===== config.mk =====
export PLATFORM = sky130hd
export DESIGN_NAME = prog_clk_div
export DESIGN_NICKNAME = d
export VERILOG_FILES = /design/src/rtl/prog_clk_div.sv
export SDC_FILE = /design/constraint.sdc
export NUM_CORES = 1
export LEC_CHECK = 0
export BUFFER_PORTS_ARGS = -buffer_cell sky130_fd_sc_hd__buf_2
export CAP_MARGIN = 20
export CELL_PAD_IN_SITES_DETAIL_PLACEMENT = 0
export CELL_PAD_IN_SITES_GLOBAL_PLACEMENT = 1
export CORE_UTILIZATION = 55
export CTS_BUF_LIST = sky130_fd_sc_hd__clkbuf_8
export CTS_CLUSTER_SIZE = 40
export DETAILED_ROUTE_END_ITERATION = 10
export PLACE_DENSITY_LB_ADDON = 0.1
export SLEW_MARGIN = 20
export SYNTH_ARGS = -nofsm -noshare
export SYNTH_HDL_FRONTEND = slang
export SYNTH_SLANG_ARGS = --single-unit

===== constraint.sdc =====
create_clock -name clk_i -period 31.9 [get_ports clk_i]
set_input_delay 6.38 -clock clk_i [delete_from_list [all_inputs] [get_ports clk_i]]
set_output_delay 6.38 -clock clk_i [all_outputs]
set_load 0.05 [all_outputs]

===== src/rtl/prog_clk_div.sv =====
// rtl/prog_clk_div.sv - multi-channel programmable divider with shadowed config
// Each channel: N-cycle period, low N-H then high H; config applied only at period boundaries.
module prog_clk_div #(
  parameter int CHANNELS = 4,
  parameter int WIDTH    = 16,
  parameter int DEF_DIV  = 64,
  parameter int DEF_HIGH = 32,
  localparam int CH_W    = (CHANNELS > 1) ? $clog2(CHANNELS) : 1
) (
  input  logic                clk_i,
  input  logic                rst_i,
  input  logic [CHANNELS-1:0] en_i,
  input  logic                cfg_we_i,
  input  logic [CH_W-1:0]     cfg_ch_i,
  input  logic [WIDTH-1:0]    cfg_div_i,
  input  logic [WIDTH-1:0]    cfg_high_i,
  output logic [CHANNELS-1:0] div_o,
  output logic [CHANNELS-1:0] tick_o,
  output logic [CHANNELS-1:0] pend_o
);

  localparam logic [CH_W:0]    CH_LIM = (CH_W + 1)'(CHANNELS);
  localparam logic [WIDTH-1:0] ONE    = WIDTH'(1);

  logic ch_valid;
  assign ch_valid = ({1'b0, cfg_ch_i} < CH_LIM);

  for (genvar c = 0; c < CHANNELS; c++) begin : g_ch
    localparam logic [CH_W-1:0] IDX = CH_W'(c);

    logic [WIDTH-1:0] cnt_q, cnt_d;
    logic [WIDTH-1:0] n_q, n_d, h_q, h_d;
    logic [WIDTH-1:0] sn_q, sn_d, sh_q, sh_d;
    logic             div_q, div_d, tick_q, tick_d, pend_q, pend_d;
    logic [WIDTH-1:0] thr;
    logic             wr, parked, wrap, apply;

    always_comb begin
      wr     = cfg_we_i && ch_valid && (cfg_ch_i == IDX);
      parked = (n_q == '0);
      wrap   = (cnt_q == n_q - ONE);
      thr    = (h_q >= n_q) ? '0 : n_q - h_q;
      // A period boundary is the wrap edge, or any edge where nothing is mid-count.
      apply  = pend_q && (parked || !en_i[c] || wrap);

      cnt_d  = cnt_q;
      n_d    = n_q;
      h_d    = h_q;
      sn_d   = sn_q;
      sh_d   = sh_q;
      div_d  = div_q;
      tick_d = 1'b0;
      pend_d = pend_q;

      if (parked) begin
        cnt_d = '0;
        div_d = 1'b0;
      end else if (en_i[c]) begin
        div_d  = (cnt_q >= thr);
        tick_d = (cnt_q == '0);
        cnt_d  = wrap ? '0 : cnt_q + ONE;
      end

      if (apply) begin
        n_d    = sn_q;
        h_d    = sh_q;
        cnt_d  = '0;
        pend_d = 1'b0;
      end

      // A write on the apply edge lands after the copy, so it waits for the next boundary.
      if (wr) begin
        sn_d   = cfg_div_i;
        sh_d   = cfg_high_i;
        pend_d = 1'b1;
      end
    end

    always_ff @(posedge clk_i or posedge rst_i) begin
      if (rst_i) begin
        cnt_q  <= '0;
        n_q    <= WIDTH'(DEF_DIV);
        h_q    <= WIDTH'(DEF_HIGH);
        sn_q   <= WIDTH'(DEF_DIV);
        sh_q   <= WIDTH'(DEF_HIGH);
        div_q  <= 1'b0;
        tick_q <= 1'b0;
        pend_q <= 1'b0;
      end else begin
        cnt_q  <= cnt_d;
        n_q    <= n_d;
        h_q    <= h_d;
        sn_q   <= sn_d;
        sh_q   <= sh_d;
        div_q  <= div_d;
        tick_q <= tick_d;
        pend_q <= pend_d;
      end
    end

    assign div_o[c]  = div_q;
    assign tick_o[c] = tick_q;
    assign pend_o[c] = pend_q;
  end

endmodule


After elaboration in Yosys (flattened, before gate mapping)
Cells that the tools add are included.
Cells by class
  mux-type cells: 44
  add/sub/neg operators: 12
  eq/ne operators: 7
  $lt $le $gt $ge: 8
  reduce and logical (&&, ||, !) cells: 41
Operator list (number)
  $mux W16: 20
  $ge A16 B16 Y1: 8
  $logic_not A16 Y1: 8
  $add A16 B1 Y16 const B: 4
  $eq A16 B16 Y1: 4
  $sub A16 B1 Y16 const B: 4
  $sub A16 B16 Y16: 4
  $mux W1: 24
  $reduce_bool A2 Y1: 8
  $reduce_bool A3 Y1: 4
  $logic_and A1 B1 Y1: 8
  $logic_or A1 B1 Y1: 8
  $eq A2 B2 Y1 const B: 2
  $logic_not A1 Y1: 4
  $eq A2 B1 Y1 const B: 1
  $logic_not A2 Y1: 1
Word-level totals
  output and inout bits: 12
  input port bits: 41
  flip-flop bits (word level): 332
  word-level logic and storage cells: 144

Depth between registers and ports, before layout
  depth after elaboration: 6
  mapped depth: 20
  depth with buffers taken out: 20

Worst setup path after synthesis
OpenSTA, ideal clock, no wires.
  kind: in2reg
  from: in cfg_ch_i[1]
  to: reg g_ch[0].sh_q[10]
  stages: 3
  buffers on the path: 1
  required time: 31.775 ns
  arrival: 7.599 ns
  slack: 24.176 ns
  setup time: 0.125 ns
  cells stage by stage: nor3b_1 > clkbuf_1 > mux2_2
On the way
  longest elaborated chain between the ends: 2
RTL lines
  start: declaration: line 14  | input logic [CH_W-1:0] cfg_ch_i,
  $logic_not A2 Y1: line 39  | wr = cfg_we_i && ch_valid && (cfg_ch_i == IDX);
  $logic_and A1 B1 Y1: line 39
  end signal: assignment: line 85  | sh_q <= WIDTH'(DEF_HIGH);
  end: declaration: line 33  | logic [WIDTH-1:0] sn_q, sn_d, sh_q, sh_d;
No other way between the ends.
A chain may end at the register's enable or synchronous reset.

Worst setup path in the final report
  from: reg g_ch[0].pend_q
  to: out pend_o[0]
RTL lines
  start: declaration: line 34  | logic div_q, div_d, tick_q, tick_d, pend_q, pend_d;
  start signal: assignment: line 97  | pend_q <= pend_d;
  end: declaration: line 19  | output logic [CHANNELS-1:0] pend_o
No word-level cell between the ends.

==> metrics.log <==
INFO  metric async_flop_share = 100.0%
INFO  metric port_buffer_count = 52
INFO  metric hold_viol_final = 0
INFO  metric status = complete, no violations
INFO  metric r2r-start = g_ch[1].n_q[0]
INFO  metric die_x = 197.3 um
INFO  metric slew_headroom = 32.34%
INFO  metric critical_path.max_stage_delay = 0.52 ns
INFO  metric area_growth_syn_to_layout = 8.320%
INFO  metric number_of_buffers_created_by_cts = 54
INFO  metric netlist.area_leader.share = 37.70%
INFO  metric routed_wl = 50.30 mm
INFO  metric wl_met3 = 1.728 mm
INFO  metric dieHeight = 197.3 um
INFO  metric place_hpwl = 35.81 mm
INFO  metric wire_per_inst = 18.88 um
INFO  metric synthMostInstantiatedCell = dfrtp_1
INFO  metric route.vias.total = 15.64k
INFO  metric finalHoldWorstSlack = 0.4816 ns
INFO  metric synth_fp_nets = 2268
INFO  metric critical_path_launch_point_type = register
INFO  metric grt_setup_unrepaired = no
INFO  metric critical_path_arrival = 1.48 ns
INFO  metric crit_type = reg -> out
INFO  metric worst_slew_pin_slew = 1.011 ns
INFO  metric finalClockSkew = 0.02029 ns
INFO  metric ant_nets = 0
INFO  metric firstDrtPassIters = 5
INFO  metric htreeDepth = 2
INFO  metric initial_antenna_violation_count = 2
INFO  metric ff_latch_area = 8328 um2
INFO  metric clk_pin_slew_worst_paths = 0.06 ns
INFO  metric ys_types = 83
INFO  metric drv.max_cap_violation_count = 0
INFO  metric maxUsedRoutingLayer = met4
INFO  metric critical_path.reg2reg.endpoint = g_ch[1].div_q
INFO  metric sequentialPowerShare = 32.4%
INFO  metric power-per-cell-area = 89.99 nW/um2
INFO  metric clock_sink_count = 332
INFO  metric comb_power_share = 49.2%
INFO  metric final.min_clock_period = 7.855 ns
INFO  metric global_route_wire_length_before_repair = 81.53 mm
INFO  metric met2RoutedLength = 23.51 mm
INFO  metric clk_latency = 0.63 ns
INFO  metric synthesis.area = 20980 um2
INFO  metric largest_net_degree_at_the_start_of_global_routing = 89
INFO  metric critPathCaptureType = output pin
INFO  metric min_delay_worst_endpoint = g_ch[2].h_q[9]
INFO  metric required_arrival_time_at_the_worst_endpoint = 25.52 ns
INFO  metric slowest_stage = dfrtp_1
INFO  metric synth_seq_cells = 332
INFO  metric postCtsResizedCells = 0
INFO  metric synth.yosys.seq_area_share = 39.70%
INFO  metric power.clock.fraction = 18.5%
INFO  metric cts_hold_buffers = 0
INFO  metric ctsRootBufferMaster = clkbuf_8
INFO  metric total_die_area = 38930 um2
INFO  metric synth_warnings = 0
INFO  metric synth_enable_flop_cells = 0
INFO  metric critical-path-top-delay-family = flip-flops
INFO  metric rrSetupSlack = 26.79 ns
INFO  metric gr-usage-all-layers = 26.48%
INFO  metric grt_remaining_overflow = 0
INFO  metric syn-instance-count = 2083
INFO  metric crit_path_start = g_ch[0].pend_q
INFO  metric netlist_top_cells_count = 316 x dfrtp_1, 217 x mux2_2, 185 x nand2_1
INFO  metric setup_total_negative_slack = 0 ns
INFO  metric grt_pass1_vias = 15.25k
INFO  metric layout_fillers = 3268
INFO  metric cts.path.max_buffers = 3
INFO  metric drt_iter0_drc = 636
INFO  metric timing.critical_path.fanout_max = 9
INFO  metric timing.critical_path.depth = 1
INFO  metric netlist.top_cell.by_area = dfrtp_1
INFO  metric fin_nets = 2295
INFO  metric drt-met1-wl = 23.59 mm
INFO  metric core = 37580 um2
INFO  metric layout_worst_path_cycle_share = 24.63%
INFO  metric synth_top_cells_by_area = dfrtp_1 38%, mux2_2 12%, ha_1 8.4%
INFO  metric dominantRegCellSynth = dfrtp_1
INFO  metric combined_buffer_and_inverter_count_along_the_critical_path = 1
INFO  metric timing.reg2reg.worst_path_depth = 20
INFO  metric swShare = 41.11%
INFO  metric rows = 71
INFO  metric drive_gt1_share = 20.58%
INFO  metric internal-power = 1.204 mW
INFO  metric timing_max_transition_violations_final = 0
INFO  metric globalplace.congestion = 0.8654
INFO  metric tritoncts = yes
INFO  metric antennaDiodeCount = 0
INFO  metric start_util = 55.83%
INFO  metric multiInputGateArea = 11800 um2
INFO  metric finalSetupViolations = 0
INFO  metric route.detailed.drc = 0
INFO  metric cp_cell_sequence = buf_2
INFO  metric mapped_avg_cell_area = 10.07 um2
INFO  metric switchingPower = 0.8406 mW
INFO  metric achievable-frequency = 127.3 MHz
INFO  metric p_leak = 10.41 nW
INFO  metric viasPerCell = 5.871
INFO  metric hold_path.class = reg -> reg
INFO  metric timing.hold.worst_path_depth = 1
INFO  metric ioPinCount = 53
INFO  metric number_of_buffers_inserted_by_post_cts_setup_repair = 0
INFO  metric startpoint_of_the_lowest_slack_hold_path = g_ch[2].sh_q[9]
INFO  metric power.ir.vdd_worst = 0.03447 mV
worst reg2reg max path: cells and delay by family (launching register included):
| kind | cells | cell delay (ns) |
|---|---|---|
| buffers and inverters | 2 | 0.19 |
| AOI/OAI and AO/OA | 12 | 2.64 |
| adders and majority gates | 3 | 0.72 |
| and+or+nand+nor | 3 | 0.98 |
| DFF | 1 | 0.45 |
how the worst max path moves through the flow:
stage	end	slack, ns
finish	pend_o[0]	24.04
global route	pend_o[0]	23.98
CTS	pend_o[0]	24.00
detailed placement	g_ch[0].h_q[10]	23.44
global placement	g_ch[0].n_q[0]	23.51
floorplan	g_ch[0].cnt_q[0]	16.35
metal layers:
metal	GRT usage, %	vias to the layer above
met5	0	-
met4	9.532	0
met3	3.432	89
met2	42.83	258
met1	36.44	7685
li1	-	7609
logic make-up (layout without fill, tap and decap cells):
family                   after synthesis  after routing  synth area share (%)
XOR/XNOR                             123            123                 5.201
flip-flops                           332            332                 39.70
AND/OR/NAND/NOR                      614            614                 15.13
multiplexers                         258            258                 14.35
buffers and inverters                206            276                 4.217
AO/OA/AOI/OAI                        405            405                 12.62
adder cells (fa/ha/maj)              145            145                 8.780
flip-flops by register name, summed over array words and instances (netlist names):
| name | count |
|---|---|
| g_ch.cnt_q | 64 |
| g_ch.div_q | 4 |
| g_ch.h_q | 64 |
| g_ch.n_q | 64 |
| g_ch.pend_q | 4 |
| g_ch.sh_q | 64 |
| g_ch.sn_q | 64 |
| g_ch.tick_q | 4 |
layout by cell type (no fill, tap or decap), types with 7 or more instances in the layout:
cell	instances
and3_1	34
xnor2_1	71
a21oi_1	86
inv_1	126
a31oi_1	15
a211oi_1	23
nand2_1	185
ha_1	140
dfrtp_1	316
nand3b_1	9
or2_2	8
nor4_1	31
nor2_1	97
buf_2	52
dfstp_2	16
a21o_1	51
a211o_1	7
nand2b_1	15
clkinv_2	8
nor3_1	48
nor4b_1	11
clkbuf_8	66
buf_4	16
o21bai_1	9
nand4_1	43
or3_1	16
mux2_2	217
xor2_1	51
nand3_1	40
or4_1	7
nor3b_1	19
o21a_1	19
o211ai_1	12
o21ai_0	106
mux2_4	30
nor2b_1	20
cell type report:
class                           count  share of cell area [%]
Multi-Input combinational cell   1545                   51.92
Sequential cell                   332                   36.65
Clock buffer                       66                   3.998
Tap cell                          511                   2.814
Timing Repair Buffer               72                   2.015
Inverter                          105                   1.768
Clock inverter                     33                  0.8370
power by group through the flow:
stage	Sequential [mW]	Combinational [mW]	Clock (mW)
after floorplan	0.610	0.828	0
after global placement	0.663	0.977	0
after detailed placement	0.668	0.998	0
after CTS	0.661	1.00	0.388
after global routing	0.680	1.13	0.405
final	0.662	1.01	0.377
per-stage QoR:
| stage | setup WS, ns | instance area [um2] | total power [mW] | cells | util (%) |
|---|---|---|---|---|---|
| 2_1_floorplan | 16.35 | 20980 | 1.438 | 2083 | - |
| 3_3_place_gp | 23.51 | 21560 | 1.640 | 2563 | 57.38 |
| 3_5_place_dp | 23.44 | 21560 | 1.666 | 2563 | 57.38 |
| 4_1_cts | 24.00 | 22660 | 2.055 | 2662 | 60.30 |
| 5_1_grt | 23.98 | 22720 | 2.211 | 2664 | 60.47 |
| 6_report | 24.04 | 22720 | 2.045 | 2664 | 60.47 |
Note: power is estimated with default switching activity, not from simulation.
